**config.mk**
```make
export PLATFORM = sky130hd
export DESIGN_NAME = mem_port_arbiter_flat
export DESIGN_NICKNAME = d
export VERILOG_FILES = /design/src/rtl/nano_mem_pkg.sv /design/src/rtl/mem_port_arbiter_if.sv /design/src/rtl/arb2_rr.sv /design/src/rtl/mem_port_arbiter.sv /design/src/flat_wrapper.sv
export SDC_FILE = /design/constraint.sdc
export NUM_CORES = 1
export LEC_CHECK = 0
export BUFFER_PORTS_ARGS = -buffer_cell sky130_fd_sc_hd__buf_2
export CAP_MARGIN = 20
export CELL_PAD_IN_SITES_DETAIL_PLACEMENT = 0
export CELL_PAD_IN_SITES_GLOBAL_PLACEMENT = 1
export CORE_ASPECT_RATIO = 1.25
export CORE_MARGIN = 1
export CORE_UTILIZATION = 37
export CTS_CLUSTER_DIAMETER = 80
export DETAILED_ROUTE_END_ITERATION = 6
export PLACE_DENSITY = 0.9
export SLEW_MARGIN = 20
export SYNTH_ARGS = -nofsm -noshare
export SYNTH_HDL_FRONTEND = slang
export SYNTH_SLANG_ARGS = --single-unit
```
**constraint.sdc**
```tcl
create_clock -name clk -period 3.77 [get_ports clk]
set_input_delay 0.1885 -clock clk [delete_from_list [all_inputs] [get_ports clk]]
set_output_delay 0.1885 -clock clk [all_outputs]
set_load 0.03 [all_outputs]
```
**src/rtl/nano_mem_pkg.sv**
```systemverilog
// Shared types and constants for the nano-cpu memory port logic.
package nano_mem_pkg;

    typedef enum logic [1:0] {
        IDLE = 2'd0,
        XFER = 2'd1,
        WAIT = 2'd2,
        RESP = 2'd3
    } state_e;

    localparam logic PORT_FETCH = 1'b0;
    localparam logic PORT_DATA  = 1'b1;
    localparam int   WORD_BYTES = 4;

    function automatic logic [7:0] byte_lane(input logic [31:0] word, input logic [1:0] k);
        logic [7:0] b;
        case (k)
            2'd0:    b = word[7:0];
            2'd1:    b = word[15:8];
            2'd2:    b = word[23:16];
            2'd3:    b = word[31:24];
            default: b = 8'h00;
        endcase
        return b;
    endfunction

endpackage

```
**src/rtl/mem_port_arbiter_if.sv**
```systemverilog
// Fetch, data and byte-memory signals of the shared memory port.
interface mem_port_arbiter_if #(parameter int ADDR_W = 16);
    logic              f_req_valid;
    logic              f_req_ready;
    logic [31:0]       f_req_addr;
    logic              f_rsp_valid;
    logic [31:0]       f_rsp_rdata;
    logic              d_req_valid;
    logic              d_req_ready;
    logic [31:0]       d_req_addr;
    logic              d_req_we;
    logic [31:0]       d_req_wdata;
    logic              d_rsp_valid;
    logic [31:0]       d_rsp_rdata;
    logic [ADDR_W-1:0] mem_addr;
    logic              mem_we;
    logic [7:0]        mem_wdata;
    logic [7:0]        mem_rdata;

    modport slave (
        input  f_req_valid, f_req_addr, d_req_valid, d_req_addr, d_req_we, d_req_wdata, mem_rdata,
        output f_req_ready, f_rsp_valid, f_rsp_rdata, d_req_ready, d_rsp_valid, d_rsp_rdata,
               mem_addr, mem_we, mem_wdata
    );

    modport master (
        output f_req_valid, f_req_addr, d_req_valid, d_req_addr, d_req_we, d_req_wdata, mem_rdata,
        input  f_req_ready, f_rsp_valid, f_rsp_rdata, d_req_ready, d_rsp_valid, d_rsp_rdata,
               mem_addr, mem_we, mem_wdata
    );
endinterface

```
**src/rtl/arb2_rr.sv**
```systemverilog
// Two-requester round-robin arbiter; bit 0 is the fetch port, bit 1 the data port.
module arb2_rr
    import nano_mem_pkg::*;
(
   input  logic       clk,
   input  logic       rst,
   input  logic       en_i,
   input  logic [1:0] req_i,
   output logic [1:0] gnt_o
);
   logic last_q;

   // Grant selection; a tie goes to the port not granted last.
   always_comb begin
      gnt_o = 2'b00;
      if (en_i) begin
         case (req_i)
            2'b01:   gnt_o = 2'b01;
            2'b10:   gnt_o = 2'b10;
            2'b11:   gnt_o = (last_q == PORT_FETCH) ? 2'b10 : 2'b01;
            default: gnt_o = 2'b00;
         endcase
      end else begin
         gnt_o = 2'b00;
      end
   end

   // Remember the most recent winner.
   always_ff @(posedge clk or posedge rst) begin
      if (rst) begin
         last_q <= PORT_FETCH;
      end else if (gnt_o != 2'b00) begin
         last_q <= gnt_o[1];
      end else begin
         last_q <= last_q;
      end
   end
endmodule

```
**src/rtl/mem_port_arbiter.sv**
```systemverilog
// Sequences word requests from the fetch and data ports into four byte beats on the shared memory.
module mem_port_arbiter
    import nano_mem_pkg::*;
#(
   parameter int ADDR_W = 16
) (
   input logic              clk,
   input logic              rst,
   mem_port_arbiter_if.slave bus
);
   state_e            state_q, state_d;
   logic [1:0]        beat_q, beat_d;
   logic              port_q, port_d;
   logic [ADDR_W-1:0] addr_q, addr_d;
   logic              we_q, we_d;
   logic [31:0]       wdata_q, wdata_d;
   logic [31:0]       data_q, data_d;
   logic [1:0]        gnt_s;
   logic              arb_en_s;
   logic              unused_s;

   assign unused_s = ^{bus.f_req_addr[31:ADDR_W], bus.d_req_addr[31:ADDR_W]};
   assign arb_en_s = (state_q == IDLE);

   arb2_rr u_arb (
      .clk   (clk),
      .rst   (rst),
      .en_i  (arb_en_s),
      .req_i ({bus.d_req_valid, bus.f_req_valid}),
      .gnt_o (gnt_s)
   );

   // State registers.
   always_ff @(posedge clk or posedge rst) begin
      if (rst) begin
         state_q <= IDLE;
         beat_q  <= 2'd0;
         port_q  <= PORT_FETCH;
         addr_q  <= '0;
         we_q    <= 1'b0;
         wdata_q <= 32'h0;
         data_q  <= 32'h0;
      end else begin
         state_q <= state_d;
         beat_q  <= beat_d;
         port_q  <= port_d;
         addr_q  <= addr_d;
         we_q    <= we_d;
         wdata_q <= wdata_d;
         data_q  <= data_d;
      end
   end

   // Next-state logic. Load bytes shift in from the top so byte 0 lands in bits 7:0 after four captures.
   always_comb begin
      state_d = state_q;
      beat_d  = beat_q;
      port_d  = port_q;
      addr_d  = addr_q;
      we_d    = we_q;
      wdata_d = wdata_q;
      data_d  = data_q;
      case (state_q)
         IDLE: begin
            if (gnt_s[1]) begin
               port_d  = PORT_DATA;
               addr_d  = bus.d_req_addr[ADDR_W-1:0];
               we_d    = bus.d_req_we;
               wdata_d = bus.d_req_wdata;
               beat_d  = 2'd0;
               data_d  = 32'h0;
               state_d = XFER;
            end else if (gnt_s[0]) begin
               port_d  = PORT_FETCH;
               addr_d  = bus.f_req_addr[ADDR_W-1:0];
               we_d    = 1'b0;
               wdata_d = 32'h0;
               beat_d  = 2'd0;
               data_d  = 32'h0;
               state_d = XFER;
            end else begin
               state_d = IDLE;
            end
         end
         XFER: begin
            if (!we_q && (beat_q != 2'd0)) begin
               data_d = {bus.mem_rdata, data_q[31:8]};
            end else begin
               data_d = data_q;
            end
            if (beat_q == 2'(WORD_BYTES - 1)) begin
               beat_d  = 2'd0;
               state_d = WAIT;
            end else begin
               beat_d  = beat_q + 2'd1;
            end
         end
         WAIT: begin
            if (!we_q) begin
               data_d = {bus.mem_rdata, data_q[31:8]};
            end else begin
               data_d = data_q;
            end
            state_d = RESP;
         end
         RESP: begin
            state_d = IDLE;
         end
         default: begin
            state_d = IDLE;
         end
      endcase
   end

   // Output decode from registered state; everything idles to zero.
   always_comb begin
      bus.f_req_ready = gnt_s[0];
      bus.d_req_ready = gnt_s[1];
      bus.mem_addr    = '0;
      bus.mem_we      = 1'b0;
      bus.mem_wdata   = 8'h00;
      bus.f_rsp_valid = 1'b0;
      bus.f_rsp_rdata = 32'h0;
      bus.d_rsp_valid = 1'b0;
      bus.d_rsp_rdata = 32'h0;
      if (state_q == XFER) begin
         bus.mem_addr  = addr_q + ADDR_W'(beat_q);
         bus.mem_we    = we_q;
         bus.mem_wdata = we_q ? byte_lane(wdata_q, beat_q) : 8'h00;
      end else if (state_q == RESP) begin
         if (port_q == PORT_DATA) begin
            bus.d_rsp_valid = 1'b1;
            bus.d_rsp_rdata = we_q ? 32'h0 : data_q;
         end else begin
            bus.f_rsp_valid = 1'b1;
            bus.f_rsp_rdata = data_q;
         end
      end else begin
         bus.mem_we = 1'b0;
      end
   end
endmodule
```
**src/flat_wrapper.sv**
```systemverilog
// flat-port wrapper written by rule: the top's interface ports become plain ports
module mem_port_arbiter_flat import nano_mem_pkg::*;
#(
   parameter int ADDR_W = 16
)
  (clk, rst, bus_f_req_valid, bus_f_req_addr, bus_d_req_valid, bus_d_req_addr, bus_d_req_we, bus_d_req_wdata, bus_mem_rdata, bus_f_req_ready, bus_f_rsp_valid, bus_f_rsp_rdata, bus_d_req_ready, bus_d_rsp_valid, bus_d_rsp_rdata, bus_mem_addr, bus_mem_we, bus_mem_wdata);
  mem_port_arbiter_if #(.ADDR_W(ADDR_W)) bus_i ();
  input logic clk;
  input logic rst;
  input wire logic [$bits(bus_i.f_req_valid)-1:0] bus_f_req_valid;
  input wire logic [$bits(bus_i.f_req_addr)-1:0] bus_f_req_addr;
  input wire logic [$bits(bus_i.d_req_valid)-1:0] bus_d_req_valid;
  input wire logic [$bits(bus_i.d_req_addr)-1:0] bus_d_req_addr;
  input wire logic [$bits(bus_i.d_req_we)-1:0] bus_d_req_we;
  input wire logic [$bits(bus_i.d_req_wdata)-1:0] bus_d_req_wdata;
  input wire logic [$bits(bus_i.mem_rdata)-1:0] bus_mem_rdata;
  output wire logic [$bits(bus_i.f_req_ready)-1:0] bus_f_req_ready;
  output wire logic [$bits(bus_i.f_rsp_valid)-1:0] bus_f_rsp_valid;
  output wire logic [$bits(bus_i.f_rsp_rdata)-1:0] bus_f_rsp_rdata;
  output wire logic [$bits(bus_i.d_req_ready)-1:0] bus_d_req_ready;
  output wire logic [$bits(bus_i.d_rsp_valid)-1:0] bus_d_rsp_valid;
  output wire logic [$bits(bus_i.d_rsp_rdata)-1:0] bus_d_rsp_rdata;
  output wire logic [$bits(bus_i.mem_addr)-1:0] bus_mem_addr;
  output wire logic [$bits(bus_i.mem_we)-1:0] bus_mem_we;
  output wire logic [$bits(bus_i.mem_wdata)-1:0] bus_mem_wdata;
  assign bus_i.f_req_valid = bus_f_req_valid;
  assign bus_i.f_req_addr = bus_f_req_addr;
  assign bus_i.d_req_valid = bus_d_req_valid;
  assign bus_i.d_req_addr = bus_d_req_addr;
  assign bus_i.d_req_we = bus_d_req_we;
  assign bus_i.d_req_wdata = bus_d_req_wdata;
  assign bus_i.mem_rdata = bus_mem_rdata;
  assign bus_f_req_ready = bus_i.f_req_ready;
  assign bus_f_rsp_valid = bus_i.f_rsp_valid;
  assign bus_f_rsp_rdata = bus_i.f_rsp_rdata;
  assign bus_d_req_ready = bus_i.d_req_ready;
  assign bus_d_rsp_valid = bus_i.d_rsp_valid;
  assign bus_d_rsp_rdata = bus_i.d_rsp_rdata;
  assign bus_mem_addr = bus_i.mem_addr;
  assign bus_mem_we = bus_i.mem_we;
  assign bus_mem_wdata = bus_i.mem_wdata;
  mem_port_arbiter #(.ADDR_W(ADDR_W)) u_core (.clk(clk), .rst(rst), .bus(bus_i));
endmodule
```
### Word level (Yosys, flattened, before mapping)

Cells that the tools add are included.

| storage, ports and cells | value |
|---|---|
| register bits | 87 |
| output and inout bits | 93 |

| operators by class | value |
|---|---|
| add/subtract/negate cells | 2 |
| equal/unequal tests | 13 |
| muxes and demuxes | 40 |
| reductions and logical operators | 11 |

Operators with widths:

| kind | number |
|---|---|
| two-way mux 32 bit | 12 |
| case mux 32 bit (3 select lines) | 1 |
| two-way mux 16 bit | 3 |
| case mux 8 bit (4 select lines) | 1 |
| adder 16 x 2 -> 16 bit | 1 |
| two-way mux 8 bit | 2 |
| two-way mux 2 bit | 7 |
| equality test 2 bit (second input constant) | 6 |
| two-way mux 1 bit | 11 |
| case mux 2 bit (4 select lines) | 1 |
| equality test 2 x 1 -> 1 bit (second input constant) | 3 |
| case mux 2 bit (3 select lines) | 1 |
| nonzero test 2 bit | 3 |
| zero test 2 bit | 2 |
| != test 2 x 1 -> 1 bit (second input constant) | 2 |
| case mux 2 bit (2 select lines) | 1 |
| AND reduction 2 bit | 2 |
| AND reduction 4 bit | 1 |
| != test 3 bit (second input constant) | 1 |
| nonzero test 3 bit | 1 |
| adder 2 x 1 -> 2 bit (second input constant) | 1 |
| != test 2 bit (second input constant) | 1 |
| logical AND 1 bit | 1 |
| zero test 1 bit | 1 |

### Logic depth before layout (Yosys ltp)

Gate-level depths: netlist (run 1).

| depth | value |
|---|---|
| depth in word-level cells | 6 |
| mapped depth | 9 |

### Modules after synthesis

From an unflattened synthesis (run 1), not the netlist that was laid out.

| second synthesis, totals | value |
|---|---|
| cell total of the unflattened synthesis | 576 |
| area, all modules | 4747.1 um2 |

By module, submodules not included:

| module | times used | cells an instance | area an instance (um2) | sequential area each (um2) |
|---|---|---|---|---|
| mem_port_arbiter | 1 | 567 | 4682.0 | 2152.1 |
| arb2_rr | 1 | 9 | 65.1 | 25.0 |

### Least setup slack after synthesis (run 1)

Ideal clock, no wire load.

| path | value |
|---|---|
| path kind | flip-flop to output port |
| from | register u_core.beat_q[1] |
| to | output port bus_mem_addr[15] |
| data arrival time | 2.167 ns |
| data required time | 3.582 ns |
| path slack | 1.415 ns |
| stages on the path, launching flop included | 6 |
| path buffers | 0 |
| cells stage by stage | dfrtp_1 -> ha_1 -> a21oi_1 -> or3_4 -> or4_1 -> a21oi_1 |

| on the way | value |
|---|---|
| word-level cells in the longest chain between the ends | 2 |

RTL lines:

| element | RTL line | RTL |
|---|---|---|
| start: declaration | mem_port_arbiter.sv:12 | `logic [1:0] beat_q, beat_d;` |
| start signal: assignment | mem_port_arbiter.sv:45 | `beat_q <= beat_d;` |
| adder 16 x 2 -> 16 bit | mem_port_arbiter.sv:127 | `bus.mem_addr = addr_q + ADDR_W'(beat_q);` |
| two-way mux 16 bit | mem_port_arbiter.sv:126 | `if (state_q == XFER) begin` |
| end: declaration | flat_wrapper.sv:23 | `output wire logic [$bits(bus_i.mem_addr)-1:0] bus_mem_addr;` |

No other way between the ends.

### Worst setup path in the final report (run 1)

| path | value |
|---|---|
| from | register u_core.state_q[1] |
| to | output port bus_d_rsp_rdata[21] |

| on the way | value |
|---|---|
| word-level cells in the longest chain between the ends | 3 |
| elaborated cells between the ends (all ways) | 4 |
| classes of those cells | eq/ne (2); mux (2) |

RTL lines:

| element | RTL line | RTL |
|---|---|---|
| start: declaration | mem_port_arbiter.sv:11 | `state_e state_q, state_d;` |
| start signal: assignment | mem_port_arbiter.sv:44 | `state_q <= state_d;` |
| equality test 2 bit | mem_port_arbiter.sv:130 | `end else if (state_q == RESP) begin` |
| two-way mux 32 bit | mem_port_arbiter.sv:130 |  |
| two-way mux 32 bit (*) | mem_port_arbiter.sv:126 |  |
| end: declaration | flat_wrapper.sv:22 | `output wire logic [$bits(bus_i.d_rsp_rdata)-1:0] bus_d_rsp_rdata;` |

Every way passes the cells marked *; elsewhere a longest branch is shown, timed or not.

==> results of run 1 <==
## worst max-delay path by stage
stage                                         to                          start  slack [ns]
detailed placement           bus_d_rsp_rdata[21]  u_core.state_q[1]$_DFFE_PP0P_        1.45
global route                 bus_d_rsp_rdata[21]  u_core.state_q[1]$_DFFE_PP0P_        0.83
CTS                          bus_d_rsp_rdata[21]  u_core.state_q[1]$_DFFE_PP0P_        1.07
floorplan           u_core.addr_q[0]$_DFFE_PP0P_                            rst        1.33
finish                       bus_d_rsp_rdata[21]  u_core.state_q[1]$_DFFE_PP0P_        1.08
global placement                bus_mem_addr[15]   u_core.beat_q[1]$_DFFE_PP0P_        1.47
## kinds of logic after synthesis
logic type | count (synthesis) | share of synthesized area (%)
AND/OR/NAND/NOR | 208 | 22.2
buffers and inverters | 46 | 4.12
flip-flops | 87 | 47.2
XOR/XNOR | 9 | 1.71
multiplexers | 19 | 4.15
AO/OA/AOI/OAI | 119 | 17.0
adder cells (fa/ha/maj) | 13 | 3.69
## synth_stat cells (2+ instances only)
cell type | number | share of area, %
a21oi_1 | 15 | 1.6
a222oi_1 | 8 | 1.7
a22o_1 | 33 | 6.3
and2_1 | 68 | 9.2
and3_1 | 3 | 0.41
buf_1 | 2 | 0.16
buf_2 | 11 | 1.2
clkbuf_1 | 23 | 1.9
dfrtp_1 | 87 | 47
ha_1 | 12 | 3.3
inv_1 | 8 | 0.65
mux2i_1 | 18 | 3.9
nand2_1 | 87 | 7.1
nand3_1 | 2 | 0.22
nand4_1 | 3 | 0.41
nor2_1 | 30 | 2.4
nor2b_1 | 2 | 0.27
nor3b_1 | 2 | 0.33
o211ai_1 | 2 | 0.33
o21ai_0 | 54 | 5.9
or3_1 | 4 | 0.54
xnor2_1 | 5 | 0.95
xor2_1 | 4 | 0.76
## layout make-up
type / instances / area (µm²)
clock inverter: 5 / 86.3
tap: 164 / 205
multi-input combinational: 368 / 2270
clock buffer: 11 / 253
timing repair buffer: 176 / 898
fill: 1211 / 6230
sequential: 87 / 2180
inverter: 9 / 36.3
## stage by stage
stage,setup WS (ns),cell area (µm²),cells,power (µW)
after global placement,1.47,5580,804,3280
after floorplan,1.33,4610,501,2890
final,1.08,5930,820,4340
after detailed placement,1.45,5580,804,3360
after global routing,0.825,5930,820,4680
after CTS,1.07,5920,820,4360
## layer usage
layer | global-route usage (%) | part of all wire, % | routed length (µm)
met1 | 24.1 | 44 | 5080
met2 | 30.9 | 48 | 5550
met3 | 3.47 | 5.9 | 687
met4 | 7.48 | 2.3 | 269
met5 | 0 | 0 | 0
## state kept, by name, summed over array words and instances (netlist names)
register and flops:
u_core.wdata_q 32, u_core.we_q 1, u_core.data_q 32, u_core.port_q 1, u_core.addr_q 16, u_core.u_arb.last_q 1
u_core.state_q 2, u_core.beat_q 2
## power by group
part | leakage [µW] | internal (µW) | switching (µW)
sequential | 0.00113 | 1320 | 348
clock | 0.000167 | 623 | 367
combinational | 0.00173 | 605 | 1070
total | 0.00303 | 2550 | 1790
## worst register-to-register path, cell delays in order (launching register included)
cell and delay [ns]:
dfrtp_1 0.50, inv_1 0.11, ha_1 0.39, or2_0 0.29
a211o_1 0.30, buf_4 0.30, nand2_1 0.13, o21ai_0 0.08
==> run summary, run 1 <==
MaxCap Viol Count: 0
Slew Viols, Final: 0
FP Rows: 45
Post-CTS sizing: 0
Synth async-reset ratio: 100%
CTS buffer count: 9
Endpoints failing hold: 44
Worst hold margin: -0.0417 ns
CTS Sinks: 87
HP Class: in2async
Rel. slew slack: 53.1%
Final period util: 71.3%
Grt ovf: 0
PD cells: 731 mW/mm²
Synth Register Bits: 87
Vias in the first global route: 3917
Initial core utilization: 37.9%
CP Depth: 8
Max Clock Freq: 0.372 GHz
Nets: 773
Crit path cell chain: inv_1 -> ha_1 -> inv_2 -> and3_1 -> nor2b_1 -> buf_4 -> and2_1 -> buf_2
CTS Root Cell: clkbuf_16
Vert. Die Dim: 127 µm
Synthesized instance count: 501
Status: finished with violations
Post-synthesis sequential area ratio: 47.2%
Crit Reg-Reg Endpoint: u_core.data_q[3]$_DFFE_PP0P_
Failing checks: hold timing
ANT nets after route: 0
Syn avg cell area: 9.21 µm²
Initial antenna violation count: 0
Final min period: 2.69 ns
Worst stage delay on the critical path: 0.41 ns
Io pins: 202
Total Wirelength: 11600 µm
Drt via density: 4.94
Pleak: 0.00303 µW
Antenna cell count: 0
RD Place Congestion: 0.817
Clock Skew: 0.00835 ns
Post-DP HPWL: 8280 µm
Reg2reg start: u_core.beat_q[1]$_DFFE_PP0P_
Port bufs: 169
Clock transition at the registers of the reported paths: 0.06 ns
Clock tree buffer depth: 2
Wirelength per Cell: 14.1 µm
CTS tree: yes
Worst path slowest cell: dfrtp_1
Setup CP Type: reg2out
DR vias: 4050
Commonest non-fill, non-tap cell in the layout: buf_2
IR drop worst, VDD: 0.362 mV
Core Box Area: 0.0122 mm²
R2R cell count: 7
Unrepaired setup endpoints after global routing: false
Most used DFF post-synth: dfrtp_1
Delay-heaviest family, CP: buffers and inverters
Setup Buffers After CTS: 0
Setup TNS: 0 ns
Global-route wire length before repair: 18900 µm
DIE AREA: 0.0129 mm²
Clock Latency Late Sink: 0.34 ns
Layout area overhead: 28.5%
GRT Overall Usage: 18.7%
Yosys Warn Count: 0
Required time of the critical path: 3.58 ns
Reg2Reg Setup Slack: 1.53 ns
H-tree depth: 3
Kind of start point of the critical path: flip-flop
Crit path DAT: 2.50 ns
Worst Tran Pin Value: 0.703 ns
Final setup violation count: 0
Post-synth net total: 623
Layout cells sized above 1: 30.8%
Core Util, Final: 48.7%
CP bufs+invs: 4
Initial DRC Count: 160
Largest net degree at the start of global routing: 67
Cts hold-fix bufs: 0
Most frequent cells in the layout: buf_2 (169), nand2_1 (87), dfrtp_1 (87)
Number of synthesized flops with an enable pin: 0
CP Capture Type: output port
DIE WIDTH: 102 µm
DR DRC count: 0
DR pass1 iterations: 4
Post-synth design cell area: 0.00461 mm²
CP max FO: 32
Yosys cell types: 41
(Power assumes the default switching activity.)
==> inputs of run 2 (changes only) <==
- CORE_UTILIZATION: 37 -> 35
- PLACE_DENSITY: 0.9 -> 0.86
- clock period: 3.77 -> 2.5 ns (I/O delays scaled with it)
==> run summary, run 2 (synthesis results as in run 1) <==
Initial core utilization: 36.1%
PD cells: 1050 mW/mm²
Pleak: 0.00311 µW
Drt via density: 4.89
Final Non-Filler Cells: 846
Crit path DAT: 2.28 ns
Top flop regs: u_core.data_q: 32 flops, u_core.wdata_q: 32 flops, u_core.addr_q: 16 flops
Antenna cell count: 0
Worst Tran Pin Value: 0.700 ns
Met2 Use GR: 30.8%
Nets: 795
Reg2reg start: u_core.state_q[0]$_DFFE_PP0P_
CTS tree: yes
Post-DP HPWL: 8590 µm
FP Rows: 46
IR drop worst, VDD: 0.656 mV
WHS Path Cells: 2
Commonest non-fill, non-tap cell in the layout: buf_2
Io pins: 202
Clock Latency Late Sink: 0.33 ns
Worst slack at placement: 0.196 ns
Met3 Use GR: 3.55%
CP Capture Type: output port
Final setup violation count: 0
Total Wirelength: 11900 µm
Initial DRC Count: 190
Post-Place Cells: 814
Unrepaired setup endpoints after global routing: true
Reg2Reg Setup Slack: 0.44 ns
DR vias: 4136
Wirelength per Cell: 14.1 µm
ANT nets after route: 0
Slack of the critical path: 0.0913 ns
Met1 Usage GRT: 21.8%
DIE AREA: 0.0136 mm²
Slew Viols, Final: 0
GR peak layer: met2
Crit Reg-Reg Endpoint: u_core.data_q[0]$_DFFE_PP0P_
Kind of start point of the critical path: flip-flop
Pwr Total: 6440 µW
CTS Sinks: 87
Status: finished, final reports clean
Vias in the first global route: 3824
Endpoints failing hold: 0
Most frequent cells in the layout: buf_2 (167), nand2_1 (87), dfrtp_1 (86)
GRT Overall Usage: 17.5%
Post-route cell area: 0.00612 mm²
Grt ovf: 0
Core Box Area: 0.0128 mm²
Clock tree buffer depth: 2
H-tree depth: 3
HP Class: in2reg
Max Clock Freq: 0.415 GHz
Critical hold path startpoint: bus_d_req_wdata[0]
Largest net degree at the start of global routing: 65
Layout area overhead: 32.8%
R2R cell count: 6
RD Place Congestion: 0.800
Clock Skew: 0.00966 ns
CTS Root Cell: clkbuf_16
Global-route wire length before repair: 18900 µm
Layout cells sized above 1: 31.6%
Port bufs: 169
Clock transition at the registers of the reported paths: 0.07 ns
Endpoint, Worst Hold: u_core.wdata_q[0]$_DFFE_PP0P_
Vert. Die Dim: 130 µm
CTS buffer count: 9
Placed Area: 0.00566 mm²
Setup CP Type: reg2out
Final period util: 96.3%
DIE WIDTH: 105 µm
DR pass1 iterations: 6
CP max FO: 6
Initial antenna violation count: 0
Rel. slew slack: 53.1%
Final min period: 2.41 ns
MaxCap Viol Count: 0
Required time of the critical path: 2.38 ns
DR DRC count: 0
run 2: final cells by class:
| cell class | count | area, µm² |
|---|---|---|
| well taps | 168 | 210 |
| multi-input cells | 368 | 2290 |
| fillers | 1238 | 6650 |
| repair buffers | 198 | 1130 |
| inverters | 9 | 35.0 |
| clock inverters | 7 | 57.6 |
| clock buffers | 9 | 225 |
| flip-flops and latches | 87 | 2180 |
run 2: worst max-delay path by stage:
| stage | start | endpoint | slack [ns] | cells after the start |
|---|---|---|---|---|
| after floorplan | rst | u_core.addr_q[0]$_DFFE_PP0P_ | 0.12 | 1 |
| after global placement | u_core.beat_q[0]$_DFFE_PP0P_ | bus_mem_addr[12] | 0.35 | 7 |
| after detailed placement | u_core.state_q[1]$_DFFE_PP0P_ | bus_d_rsp_rdata[26] | 0.20 | 7 |
| after CTS | u_core.beat_q[0]$_DFFE_PP0P_ | bus_mem_addr[12] | 0.001 | 7 |
| after global routing | u_core.state_q[1]$_DFFE_PP0P_ | bus_d_rsp_rdata[30] | -0.0004 | 7 |
| final | u_core.addr_q[1]$_DFFE_PP0P_ | bus_mem_addr[15] | 0.09 | 6 |
run 2: through the flow:
step | util (%) | hold WS [ns] | setup TNS [ns]
floorplan | - | 0.258 | 0
global placement | 44.3 | 0.215 | 0
detailed placement | 44.3 | 0.221 | 0
CTS | 47.5 | 0.000110 | 0
global route | 47.9 | 0.00252 | -0.000433
finish | 47.9 | 0.00800 | 0
run 2: per-layer routing:
layer / part of all wire [%] / routed length, µm
met1: 43 / 5100
met2: 50 / 5980
met3: 6.1 / 729
met4: 0.91 / 108
met5: 0 / 0
run 2: repair_timing:
| item | CTS | global route |
|---|---|---|
| pin swaps | 0 | 0 |
| hold endpoints to repair | 46 | 2 |
| hold buffers | 12 | 2 |
| cloned | 0 | 0 |
| endpoints found under the setup margin | 35 | 5 |
| buffers inserted | 0 | 2 |
| gates resized for setup | 3 | 5 |
run 2: worst max-delay path: stages, from the launching register on:
cell     delay, ns
dfrtp_1       0.40
ha_1          0.30
a21oi_2       0.09
or3_4         0.43
or4_1         0.41
a21oi_1       0.15
buf_4         0.17
run 2: power breakdown:
| part | switching [µW] | internal, µW |
|---|---|---|
| logic | 1650 | 1020 |
| clock network | 573 | 685 |
| registers | 519 | 1990 |
